[src/rtl/mem_port_arbiter.sv]
// Arbiter/sequencer sharing the single-ported CPU memory between instruction fetch and load/store.
// Optional build macro: MEMARB_RR_EN selects round-robin arbitration instead of data-over-fetch priority.
module mem_port_arbiter #(
    parameter int RD_LAT = 2
) (
    input  logic        clk,
    input  logic        reset,
    input  logic        fetch_req,
    input  logic [31:0] fetch_addr,
    output logic        fetch_gnt,
    output logic        fetch_valid,
    output logic [31:0] fetch_data,
    input  logic        data_req,
    input  logic        data_we,
    input  logic [31:0] data_addr,
    input  logic [31:0] data_wdata,
    output logic        data_gnt,
    output logic        data_valid,
    output logic [31:0] data_rdata,
    output logic [31:0] mem_addr,
    output logic        mem_wr,
    output logic [31:0] mem_wdata,
    input  logic [31:0] mem_rdata,
    output logic        busy
);

    typedef enum logic [1:0] {IDLE, ACCESS, RESP} state_t;

    localparam logic [2:0] CNT_RD = 3'(RD_LAT - 1);

    state_t      state_q;
    logic [2:0]  cnt_q;
    logic        owner_data_q;
    logic        we_q;
    logic        mem_wr_q;
    logic        fvalid_q, dvalid_q;
    logic [31:0] addr_q, wdata_q, fdata_q, drdata_q;

    logic        data_first;
    logic        data_win;
    logic        any_req;
    logic        win_we;

`ifdef MEMARB_RR_EN
    logic        last_data_q;
    assign data_first = ~last_data_q;
`else
    assign data_first = 1'b1;
`endif

    assign any_req  = fetch_req | data_req;
    assign data_win = data_req & (~fetch_req | data_first);
    assign win_we   = data_win & data_we;

    // Grants are combinational but must stay low while reset is asserted.
    assign data_gnt  = reset & (state_q == IDLE) & data_win;
    assign fetch_gnt = reset & (state_q == IDLE) & fetch_req & ~data_win;

    always_ff @(posedge clk or negedge reset) begin
        if (!reset) begin
            state_q      <= IDLE;
            cnt_q        <= '0;
            owner_data_q <= 1'b0;
            we_q         <= 1'b0;
            mem_wr_q     <= 1'b0;
            fvalid_q     <= 1'b0;
            dvalid_q     <= 1'b0;
            addr_q       <= '0;
            wdata_q      <= '0;
            fdata_q      <= '0;
            drdata_q     <= '0;
`ifdef MEMARB_RR_EN
            last_data_q  <= 1'b1;
`endif
        end else begin
            mem_wr_q <= 1'b0;
            fvalid_q <= 1'b0;
            dvalid_q <= 1'b0;
            case (state_q)
                IDLE: begin
                    if (any_req) begin
                        owner_data_q <= data_win;
                        we_q         <= win_we;
                        mem_wr_q     <= win_we;
                        addr_q       <= data_win ? data_addr : fetch_addr;
                        if (data_win)
                            wdata_q  <= data_wdata;
                        cnt_q        <= win_we ? 3'd0 : CNT_RD;
                        state_q      <= ACCESS;
`ifdef MEMARB_RR_EN
                        last_data_q  <= data_win;
`endif
                    end
                end
                ACCESS: begin
                    // Last access cycle: mem_rdata is valid now for reads.
                    if (cnt_q == 3'd0) begin
                        if (!we_q) begin
                            if (owner_data_q)
                                drdata_q <= mem_rdata;
                            else
                                fdata_q  <= mem_rdata;
                        end
                        fvalid_q <= ~owner_data_q;
                        dvalid_q <= owner_data_q;
                        state_q  <= RESP;
                    end else begin
                        cnt_q <= cnt_q - 3'd1;
                    end
                end
                RESP:    state_q <= IDLE;
                default: state_q <= IDLE;
            endcase
        end
    end

    assign mem_addr    = addr_q;
    assign mem_wdata   = wdata_q;
    assign mem_wr      = mem_wr_q;
    assign fetch_valid = fvalid_q;
    assign data_valid  = dvalid_q;
    assign fetch_data  = fdata_q;
    assign data_rdata  = drdata_q;
    assign busy        = (state_q != IDLE);

endmodule

[config.mk]
export PLATFORM = sky130hd
export DESIGN_NAME = mem_port_arbiter
export DESIGN_NICKNAME = d
export VERILOG_FILES = /design/src/rtl/mem_port_arbiter.sv
export SDC_FILE = /design/constraint.sdc
export NUM_CORES = 1
export LEC_CHECK = 0
export ABC_AREA = 1
export BUFFER_PORTS_ARGS = -buffer_cell sky130_fd_sc_hd__buf_2
export CAP_MARGIN = 40
export CORE_ASPECT_RATIO = 1.4
export CORE_MARGIN = 3
export CORE_UTILIZATION = 40
export DETAILED_ROUTE_END_ITERATION = 16
export PLACE_DENSITY = 0.7
export SYNTH_ARGS = -nofsm -noshare
export SYNTH_HDL_FRONTEND = slang
export SYNTH_SLANG_ARGS = --single-unit
[constraint.sdc]
create_clock -name clk -period 1.9 [get_ports clk]
set_input_delay 0.095 -clock clk [delete_from_list [all_inputs] [get_ports clk]]
set_output_delay 0.095 -clock clk [all_outputs]
set_load 0.02 [all_outputs]
After elaboration in Yosys (flattened, before gate mapping)
Index checks and enable logic that the tools add are counted.
W data, S select, Z words.
{"block": "word_totals", "inputBits": 133, "wordCells": 49, "regBits": 138, "output_inout_bits": 134}
{"block": "op_classes", "add_sub_neg": 1, "muxes": 14, "n_reduce_logical": 10, "n_bitwise": 9, "eq_ne": 4}
{"cell": "$mux W32", "count": 1}
{"cell": "$reduce_and A4 Y1", "count": 2}
{"cell": "$mux W1", "count": 7}
{"cell": "$mux W3", "count": 2}
{"cell": "$ne A2 B2 Y1 const B", "count": 3}
{"cell": "$pmux W3 S2", "count": 1}
{"cell": "$reduce_and A3 Y1", "count": 2}
{"cell": "$and A1 B1 Y1", "count": 5}
{"cell": "$mux W2", "count": 2}
{"cell": "$pmux W2 S2", "count": 1}
{"cell": "$reduce_and A2 Y1", "count": 2}
{"cell": "$reduce_bool A2 Y1", "count": 2}
{"cell": "$logic_not A3 Y1", "count": 1}
{"cell": "$not A1 Y1", "count": 3}
{"cell": "$sub A3 B1 Y3 const B", "count": 1}
{"cell": "$eq A2 B1 Y1 const B", "count": 1}
{"cell": "$logic_not A2 Y1", "count": 1}
{"cell": "$or A1 B1 Y1", "count": 1}

Logic depth before layout (Yosys ltp)
Gate-level depths: netlist of run 1.
{"block": "depth", "depth_word": 4, "ltp_mapped": 8, "mapped_depth_nobuf": 8}

Least setup slack after synthesis of run 1
No wires, ideal clock.
{"block": "synth_path", "path_type": "register to register", "from": "reg cnt_q[0]", "to": "reg fdata_q[10], in the netlist fetch_data[10]", "arrival_ps": 1314, "path_slack_ps": 469, "setup_ps": 117, "synth_period_minus_slack_ps": 1431, "stages_incl_launch_ff": 9, "t_required_ps": 1783, "n_path_buf": 1, "path_cell_list": "dfrtp_1 inv_1 ha_1 nand2_2 nor2_1 nand2_2 buf_6 nand2_1 nand2_1"}
{"block": "synth_via", "elab_chain_cells": 2}
{"element": "start, declared", "line_no": "32", "rtl": "logic [2:0] cnt_q;"}
{"element": "start signal, assigned", "line_no": "88", "rtl": "cnt_q <= win_we ? 3'd0 : CNT_RD;"}
{"element": "start signal, assigned", "line_no": "108", "rtl": "cnt_q <= cnt_q - 3'd1;"}
{"element": "$logic_not A3 Y1", "line_no": "97", "rtl": "if (cnt_q == 3'd0) begin"}
{"element": "$reduce_and A4 Y1 (no line)"}
{"element": "end signal, assigned", "line_no": "102", "rtl": "fdata_q <= mem_rdata;"}
{"element": "end, declared", "line_no": "37", "rtl": "logic [31:0] addr_q, wdata_q, fdata_q, drdata_q;"}
No other way between the ends.
A chain may end at the register's enable or synchronous reset.

Worst setup path after layout of run 1
{"block": "layout_path", "from": "reg state_q[1]", "to": "out fetch_gnt"}
{"block": "layout_via", "elab_chain_cells": 4}
{"element": "start, declared", "line_no": "31", "rtl": "state_t state_q;"}
{"element": "start signal, assigned", "line_no": "61", "rtl": "state_q <= IDLE;"}
{"element": "start signal, assigned", "line_no": "89", "rtl": "state_q <= ACCESS;"}
{"element": "start signal, assigned", "line_no": "106", "rtl": "state_q <= RESP;"}
{"element": "$logic_not A2 Y1", "line_no": "57", "rtl": "assign fetch_gnt = reset & (state_q == IDLE) & fetch_req & ~data_win;"}
{"element": "$and A1 B1 Y1 (3 in a row)", "line_no": "57"}
{"element": "end, declared", "line_no": "10", "rtl": "output logic fetch_gnt,"}
No other way between the ends.

==> results of run 1 <==
[stage by stage]
step                      std cells  instance area [um^2]  power [mW]  setup WS, ps  hold slack (ps)
after floorplan                 717                  5880        9.65           469             -201
after global placement         1145                  7390        12.1           298            -58.0
after detailed placement       1145                  7390        12.2           241            -54.7
after CTS                      1295                  9170        15.8           189            0.730
after global routing           1295                  9170        16.9          18.6             12.9
final                          1295                  9170        15.7           190             18.3
[worst paths after layout]
path / to / from / slack [ps] / depth (start not counted)
max: fetch_gnt / state_q[1] / 190 / 4
min: mem_wr / data_we / 20 / 3
max reg2reg: fetch_data[2] / state_q[1] / 210 / 6
min reg2reg: data_rdata[19] / data_rdata[19] / 470 / 2
max in group asynchronous: data_rdata[6] / reset / 1060 / 3
min in group asynchronous: mem_wdata[22] / reset / 100 / 2
[cell type report]
| cell class | instances | area, um^2 | share of cell area (%) |
|---|---|---|---|
| Clock inverter | 13 | 169 | 1.84 |
| Sequential cell | 138 | 3450 | 37.6 |
| Clock buffer | 19 | 433 | 4.72 |
| Multi-Input combinational cell | 526 | 2160 | 23.6 |
| Timing Repair Buffer | 402 | 2680 | 29.2 |
| Tap cell | 185 | 231 | 2.52 |
| Inverter | 12 | 45.0 | 0.491 |
[worst max-delay path, stage by stage (launching register included)]
cell and delay (ps):
dfrtp_1 420, nor2_4 240, nand2_1 130, nor3_1 210, buf_2 220
[sequential cells by signal, indices dropped and copies added (netlist names)]
signal / count
cnt_q: 3
data_rdata: 32
data_valid: 1
fetch_data: 32
fetch_valid: 1
mem_addr: 32
mem_wdata: 32
mem_wr: 1
owner_data_q: 1
state_q: 2
we_q: 1
[per-layer routing]
metal	part of all wire [%]	vias to the layer above	track usage (%)
li1	-	2990	-
met2	50	283	40.3
met5	0	-	0
met4	3.9	0	11.4
met1	39	2831	26.9
met3	7.2	53	6.63
[cell usage in the layout, fill, tap and decap left out]
| master | n |
|---|---|
| nor2_2 | 1 |
| nand2_2 | 3 |
| nor2_4 | 4 |
| buf_4 | 16 |
| buf_12 | 2 |
| inv_1 | 6 |
| o21ai_0 | 1 |
| bufinv_16 | 3 |
| clkbuf_1 | 2 |
| o21ai_1 | 1 |
| clkinv_4 | 3 |
| buf_2 | 265 |
| dfrtp_1 | 138 |
| nor3_1 | 1 |
| inv_2 | 6 |
| nor2_1 | 8 |
| clkinvlp_4 | 4 |
| buf_6 | 1 |
| clkinv_2 | 1 |
| inv_6 | 2 |
| nand2_1 | 404 |
| clkbuf_16 | 17 |
| ha_1 | 2 |
| dlygate4sd3_1 | 118 |
| nand3_1 | 101 |
[timing repair]
action                    CTS  global route
gates resized for setup     0             0
hold buffers              118             0
buffers inserted            0             0
hold endpoints to repair  262             0
[cell families after synthesis]
logic type      after synthesis
compound gates                2
fa+ha+maj                     2
buf+inv                      53
flops                       138
simple gates                522
[report_power, final]
| part | switching (mW) | internal [mW] |
|---|---|---|
| Sequential | 0.821 | 4.38 |
| Combinational | 4.84 | 2.33 |
| Clock | 1.29 | 2.08 |
==> impl_metrics.py, run 1 <==
metrics = {
    "cts": {
        "cts_buffers": 17,
        "clockBufferDepth": 2,
        "htree_levels": 4,
        "clk_latency_ps": 410,
        "path_clk_slew_ps": 60,
        "clkSinkCount": 138,
        "cts_tree": "done",
        "root_buffer": "clkbuf_16",
    },
    "logic_synthesis": {
        "synth-async-reset-ratio_pct": 100,
        "synth_fa_ha_area_share_pct": 0.426,
        "yosys_warnings": 0,
        "seq_area_frac_synth_pct": 58.8,
        "syn_inst": 717,
        "synth_top_family_by_area": "simple AND/OR/NAND/NOR gates",
        "synth_compound_area_share_pct": 0.170,
        "synth_edf_count": 0,
        "synth_cell_types": 17,
        "synth_area_um2": 5880,
        "synth_commonest_cells": "nand2_1 (404), dfrtp_1 (138), nand3_1 (101), buf_2 (21), clkbuf_1 (10)",
        "synthSimpleGateAreaFrac_pct": 36.2,
        "syn-num-nets": 852,
        "post-synth-top-count-cell": "nand2_1",
        "synth_xor_area_share_pct": 0,
        "ys_top_cells_by_area": "dfrtp_1 (59%), nand2_1 (26%), nand3_1 (8.6%), buf_2 (1.8%), nor2_4 (0.77%)",
        "synth-seq-cells": 138,
        "muxShareOfSynthArea_pct": 0,
        "synth.largest_area_cell": "dfrtp_1",
        "ys.flop_type": "dfrtp_1",
        "yosysTopAreaCellShare_pct": 58.8,
        "synth.avg_cell_area_um2": 8.19,
    },
    "route": {
        "ant_nets": 0,
        "drt_pass1_iterations": 5,
        "wl_per_cell_um": 14.5,
        "drt-initial-drc-count": 262,
        "avgViaCountPerCell": 4.75,
        "drt-total-wl_um": 18700,
        "drc": 0,
        "vias": 6157,
    },
    "global_routing": {
        "grt_pass1_wl_um": 30200,
        "track_usage_pct": 23.6,
        "antenna_found_initial": 0,
        "grt_pass1_vias": 6376,
        "gr-total-overflow": 0,
        "grt_max_degree": 85,
    },
    "timing": {
        "setup_tns_ps": 0,
        "period_minus_slack_ps": 1710,
        "setup_viol": 0,
        "slew_headroom_pct": 61.9,
        "drv_slew": 0,
        "rsz0062_at_grt": "no",
        "fmax_mhz": 585,
        "final.period_utilization_pct": 90.0,
        "worst_pin_slew_ps": 570,
        "finalHoldViolations": 0,
        "skew_ps": 10.3,
    },
    "layout": {
        "antenna_cells": 0,
        "nets": 1232,
        "drive_above_1_share_pct": 29.5,
        "final_util_pct": 64.8,
        "nFillCells": 1171,
        "area_growth_pct": 56.1,
    },
    "power_and_ir_drop": {
        "ir_worst_vdd_uv": 901,
        "total_leakage_power_nw": 5.21,
        "power_density_nw_per_um2": 1720,
    },
    "floorplanning": {
        "die_y_um": 149,
        "io_pins": 267,
        "placementRows": 51,
        "die_w_um": 108,
        "start_util_pct": 41.5,
        "core_area_um2": 14200,
        "die_area_um2": 16200,
    },
    "place": {
        "port_buffers": 266,
        "dp_hpwl_um": 12200,
        "gp_congestion": 0.793,
    },
    "worst_setup_path": {
        "crit_fanout": 7,
        "cp-end-kind": "output port",
        "arrival_ps": 1620,
        "path_class": "reg -> out",
        "worstPathRequired_ps": 1800,
        "startpoint_type": "flop",
    },
    "status": {
        "status": "completed",
    },
    "job": {
        "drv_cap": 0,
    },
    "hold_path": {
        "hold_class": "in -> reg",
    },
}
Note: power is estimated with default switching activity, not from simulation.
==> inputs of run 2 (changes only) <==
--- a/config.mk
+++ b/config.mk
@@ -9,8 +9,9 @@
 export BUFFER_PORTS_ARGS = -buffer_cell sky130_fd_sc_hd__buf_2
 export CAP_MARGIN = 40
 export CORE_ASPECT_RATIO = 1.4
-export CORE_MARGIN = 3
+export CORE_MARGIN = 8
 export CORE_UTILIZATION = 40
+export CTS_BUF_LIST = sky130_fd_sc_hd__clkbuf_8
 export DETAILED_ROUTE_END_ITERATION = 16
 export PLACE_DENSITY = 0.7
 export SYNTH_ARGS = -nofsm -noshare
==> run 2 against run 1 <==
Combinational power grew 1%; die area grew 17%; clock skew is essentially flat; worst setup slack lost 59 ps; critical path depth grew 1; largest cell class unchanged; highest routed layer unchanged.
==> impl_metrics.py, run 2 (synthesis gave the netlist of run 1 again) <==
metrics = {
    "timing": {
        "fmax_mhz": 565,
        "setup_tns_ps": 0,
        "final.period_utilization_pct": 93.1,
        "rsz0062_at_grt": "no",
        "skew_ps": 10.5,
        "drv_slew": 0,
        "setup_viol": 0,
        "worst_pin_slew_ps": 766,
        "finalHoldViolations": 0,
        "slew_headroom_pct": 48.9,
        "period_minus_slack_ps": 1770,
    },
    "route": {
        "ant_nets": 0,
        "drt-initial-drc-count": 422,
        "drt-total-wl_um": 20700,
        "drt_pass1_iterations": 7,
        "drc": 0,
        "vias": 6282,
        "wl_per_cell_um": 15.8,
        "avgViaCountPerCell": 4.81,
    },
    "floorplanning": {
        "start_util_pct": 40.7,
        "placementRows": 52,
        "core_area_um2": 14400,
        "die_w_um": 118,
        "die_y_um": 159,
        "die_area_um2": 18900,
        "io_pins": 267,
    },
    "job": {
        "drv_cap": 0,
    },
    "place": {
        "gp_congestion": 0.814,
        "port_buffers": 266,
        "dp_hpwl_um": 13300,
    },
    "cts": {
        "cts_buffers": 17,
        "postCtsSetupBuffers": 0,
        "clk_latency_ps": 410,
        "htree_levels": 4,
        "root_buffer": "clkbuf_8",
        "clockBufferDepth": 2,
        "path_clk_slew_ps": 80,
        "cts_tree": "done",
        "clkSinkCount": 138,
    },
    "worst_setup_path": {
        "crit_fanout": 10,
        "worstRegToRegCells": 7,
        "worstPathRequired_ps": 1800,
        "arrival_ps": 1670,
        "cp-end-kind": "output port",
        "startpoint_type": "flop",
        "path_class": "reg -> out",
    },
    "global_routing": {
        "grt_max_degree": 139,
        "grt_busiest_layer": "met2",
        "antenna_found_initial": 2,
        "grt_pass1_vias": 6732,
        "grt_use_met1_pct": 22.8,
        "use_met2_pct": 38.2,
        "gr-total-overflow": 0,
        "grt_use_met3_pct": 8.09,
        "track_usage_pct": 22.1,
        "grt_pass1_wl_um": 34100,
    },
    "layout": {
        "nets": 1236,
        "layout_commonest_cell": "nand2_1",
        "area_growth_pct": 54.9,
        "final_util_pct": 63.0,
        "nFillCells": 1213,
        "drive_above_1_share_pct": 29.3,
        "layout_common_cells": "nand2_1 (404), buf_2 (265), dfrtp_1 (137), dlygate4sd3_1 (126), nand3_1 (101)",
    },
    "hold_path": {
        "hold-path-cell-count": 5,
        "hold_class": "in -> reg",
    },
    "power_and_ir_drop": {
        "total_leakage_power_nw": 5.18,
        "ir_worst_vdd_uv": 744,
        "p_total_mw": 15.2,
        "power_density_nw_per_um2": 1670,
    },
    "status": {
        "status": "completed",
    },
}
==> run 2: cell type report <==
class	count	area (um^2)	area share, %
tap	189	236	2.60
inverter	12	45.0	0.495
sequential	138	3450	38.0
multi-input combinational	526	2160	23.8
timing repair buffer	406	2730	30.0
clock buffer	18	248	2.72
antenna	2	5.00	0.0550
clock inverter	14	218	2.39
==> run 2: report_power, final <==
group | leakage, nW | switching [mW] | internal, mW
Sequential | 1.70 | 0.813 | 4.37
Clock | 0.231 | 1.17 | 1.61
Combinational | 3.25 | 4.94 | 2.30
==> run 2: routing by layer <==
layer	part of all wire, %	wire (um)	up-vias
met5	0	0	-
met4	3.8	782	0
met3	8.6	1790	59
met2	50	10400	288
met1	37	7700	2929
li1	-	-	3006
==> run 2: worst paths after layout <==
kind,from,end,slack (ps)
worst max-delay path,state_q[1],fetch_gnt,130
worst min-delay path,fetch_addr[18],mem_addr[18],40
worst max register to register,cnt_q[0],fetch_data[20],290
worst min register to register,mem_wdata[16],mem_wdata[16],470
max in group asynchronous,reset,state_q[0],940
min in group asynchronous,reset,mem_wdata[26],300
==> run 2: repair_timing <==
action,in CTS,in global routing
endpoints found under the setup margin,0,1
hold buffers,126,0
resized for setup,0,2
hold endpoints to repair,265,0
==> run 2: metrics by stage <==
stage               cells  worst slack (ps)  hold WS [ps]  instance area, um^2
floorplan             717               469          -201                 5880
global placement     1145               355           273                 7360
detailed placement   1145               275           274                 7360
CTS                  1303              70.7          4.17                 9090
global route         1305              19.2          32.8                 9100
finish               1305               131          39.9                 9100
==> run 2: worst max-delay path, cell delays in order, from the launching register on <==
cell     delay, ps
dfrtp_1        430
nor2_4         170
buf_6          160
nand2_1        140
nor3_1         160
buf_2          190
==> inputs of run 3 (changes only) <==
--- a/config.mk
+++ b/config.mk
@@ -8,12 +8,14 @@
 export ABC_AREA = 1
 export BUFFER_PORTS_ARGS = -buffer_cell sky130_fd_sc_hd__buf_2
 export CAP_MARGIN = 40
+export CELL_PAD_IN_SITES_DETAIL_PLACEMENT = 1
+export CELL_PAD_IN_SITES_GLOBAL_PLACEMENT = 1
 export CORE_ASPECT_RATIO = 1.4
 export CORE_MARGIN = 8
-export CORE_UTILIZATION = 40
+export CORE_UTILIZATION = 34
 export CTS_BUF_LIST = sky130_fd_sc_hd__clkbuf_8
 export DETAILED_ROUTE_END_ITERATION = 16
-export PLACE_DENSITY = 0.7
+export PLACE_DENSITY_LB_ADDON = 0.1
 export SYNTH_ARGS = -nofsm -noshare
 export SYNTH_HDL_FRONTEND = slang
 export SYNTH_SLANG_ARGS = --single-unit
==> run 3 against run 2 <==
Clock-buffer cell count unchanged; design area increased by 0.58%; clock skew increased by 4.5 ps; combinational power increased by 3.5%; critical path depth decreased by 1; routed wire length increased by 12%; sequential power about the same; non-clock buffer count increased by 10; sequential share of layout area decreased by 0.23 points; hold slack improved by 130 ps; flip-flop and latch count unchanged.
==> impl_metrics.py, run 3 (synthesis gave the netlist of run 1 again) <==
metrics = {
    "global_routing": {
        "grt_pass1_wl_um": 37400,
        "grt_pass1_vias": 7121,
        "gr-total-overflow": 0,
        "antenna_found_initial": 1,
        "grt_max_degree": 76,
        "track_usage_pct": 21.7,
    },
    "route": {
        "wl_per_cell_um": 17.4,
        "drt_pass1_iterations": 5,
        "avgViaCountPerCell": 4.69,
        "drt-total-wl_um": 23200,
        "ant_nets": 0,
        "drt-initial-drc-count": 283,
        "vias": 6236,
        "drc": 0,
    },
    "layout": {
        "antenna_cells": 0,
        "area_growth_pct": 55.8,
        "drive_above_1_share_pct": 29.5,
        "layout_common_cells": "nand2_1 (404), buf_2 (265), dfrtp_1 (138), dlygate4sd3_1 (130), nand3_1 (101)",
        "final_util_pct": 53.5,
        "nets": 1246,
        "layout_commonest_cell": "nand2_1",
    },
    "cts": {
        "root_buffer": "clkbuf_8",
        "htree_levels": 4,
        "path_clk_slew_ps": 80,
        "clockBufferDepth": 2,
        "clk_latency_ps": 430,
        "cts_tree": "done",
        "clkSinkCount": 138,
        "cts_buffers": 17,
    },
    "worst_setup_path": {
        "slowest_stage": "dfrtp_1",
        "cp_num_cells": 4,
        "crit_family": "flip-flops",
        "worstPathRequired_ps": 1800,
        "arrival_ps": 1450,
        "startpoint_type": "flop",
        "crit_fanout": 4,
        "path_class": "reg -> out",
        "cpPeakStageDelay_ps": 450,
        "worstRegToRegCells": 7,
        "path_cells": "nor2_4 > nand2_1 > nor3_1 > buf_2",
        "cp-end-kind": "output port",
        "cp_num_buf_inv": 1,
    },
    "timing": {
        "setup_viol": 0,
        "hold-worst-slack_ps": 168,
        "slew_headroom_pct": 46.1,
        "finalHoldViolations": 0,
        "fmax_mhz": 647,
        "worst_pin_slew_ps": 808,
        "period_minus_slack_ps": 1540,
        "drv_slew": 0,
        "final.period_utilization_pct": 81.3,
        "setup_tns_ps": 0,
        "skew_ps": 15.0,
        "rsz0062_at_grt": "no",
    },
    "place": {
        "port_buffers": 266,
        "gp_congestion": 0.748,
        "dp_hpwl_um": 15300,
    },
    "power_and_ir_drop": {
        "total_leakage_power_nw": 5.20,
        "ir_worst_vdd_uv": 689,
        "power_density_nw_per_um2": 1650,
    },
    "hold_path": {
        "hold_class": "in -> reg",
        "hold-path-cell-count": 4,
    },
    "floorplanning": {
        "core_area_um2": 17100,
        "io_pins": 267,
        "placementRows": 57,
        "die_w_um": 127,
        "die_y_um": 172,
        "start_util_pct": 34.3,
        "die_area_um2": 21800,
    },
    "job": {
        "drv_cap": 0,
    },
    "status": {
        "status": "completed",
    },
}
==> run 3: cell count changes in the layout (fill, tap and decap cells not counted) <==
cell | previous run | this run
clkinv_4 | 2 | 4
buf_6 | 2 | 1
bufinv_16 | 5 | 2
dfrtp_1 | 137 | 138
buf_4 | 11 | 17
dlygate4sd3_1 | 126 | 130
dfrtp_2 | 1 | 0
inv_8 | 0 | 1
diode_2 | 2 | 0
buf_12 | 2 | 3
inv_1 | 7 | 6
inv_6 | 3 | 4
==> run 3: path summary, 6_finish.rpt <==
kind                       slack [ps]      startpoint        endpoint
setup / recovery                  360      state_q[0]       fetch_gnt
hold / removal                    170        data_req   mem_wdata[19]
setup reg to reg                  390        cnt_q[0]  fetch_data[10]
hold reg to reg                   470  data_rdata[25]  data_rdata[25]
max in group asynchronous         900           reset    mem_addr[15]
min in group asynchronous         280           reset      state_q[1]
==> run 3: layout make-up <==
cell class / count / area [um^2]
sequential: 138 / 3450
inverter: 12 / 45.0
timing repair buffer: 416 / 2830
clock buffer: 18 / 248
clock inverter: 14 / 161
tap: 206 / 258
fill: 2109 / 7960
multi-input combinational: 526 / 2160
==> run 3: timing repair <==
item,CTS,global route
hold endpoints to repair,268,0
hold buffers,130,0
setup endpoints to repair,0,1
resized for setup,0,0
setup buffers,0,2
==> run 3: routing by layer <==
layer / track usage (%) / wire (um) / up-vias
li1: - / - / 3012
met1: 21.9 / 8700 / 3000
met2: 40.5 / 12300 / 187
met3: 7.38 / 1600 / 35
met4: 7.63 / 563 / 2
met5: 0 / 12 / -
==> run 3: worst register-to-register path, cell delays in order (launching register included) <==
cell and delay, ps:
dfrtp_1 380, inv_1 100, ha_1 190, nand2_2 100
nor2_2 120, buf_4 350, nand3_1 140, nand2_1 90
==> run 3: power by group <==
| part | internal, mW | switching [mW] |
|---|---|---|
| clock network | 1.23 | 1.24 |
| logic | 2.40 | 5.09 |
| registers | 4.37 | 0.797 |
==> run 3: metrics by stage <==
step / instance area [um^2] / setup slack, ps / cells / power (mW)
after floorplan: 5880 / 469 / 717 / 9.65
after global placement: 7430 / 414 / 1166 / 12.4
after detailed placement: 7430 / 387 / 1166 / 12.5
after CTS: 9140 / 136 / 1328 / 15.3
after global routing: 9150 / 217 / 1330 / 16.3
final: 9150 / 355 / 1330 / 15.1
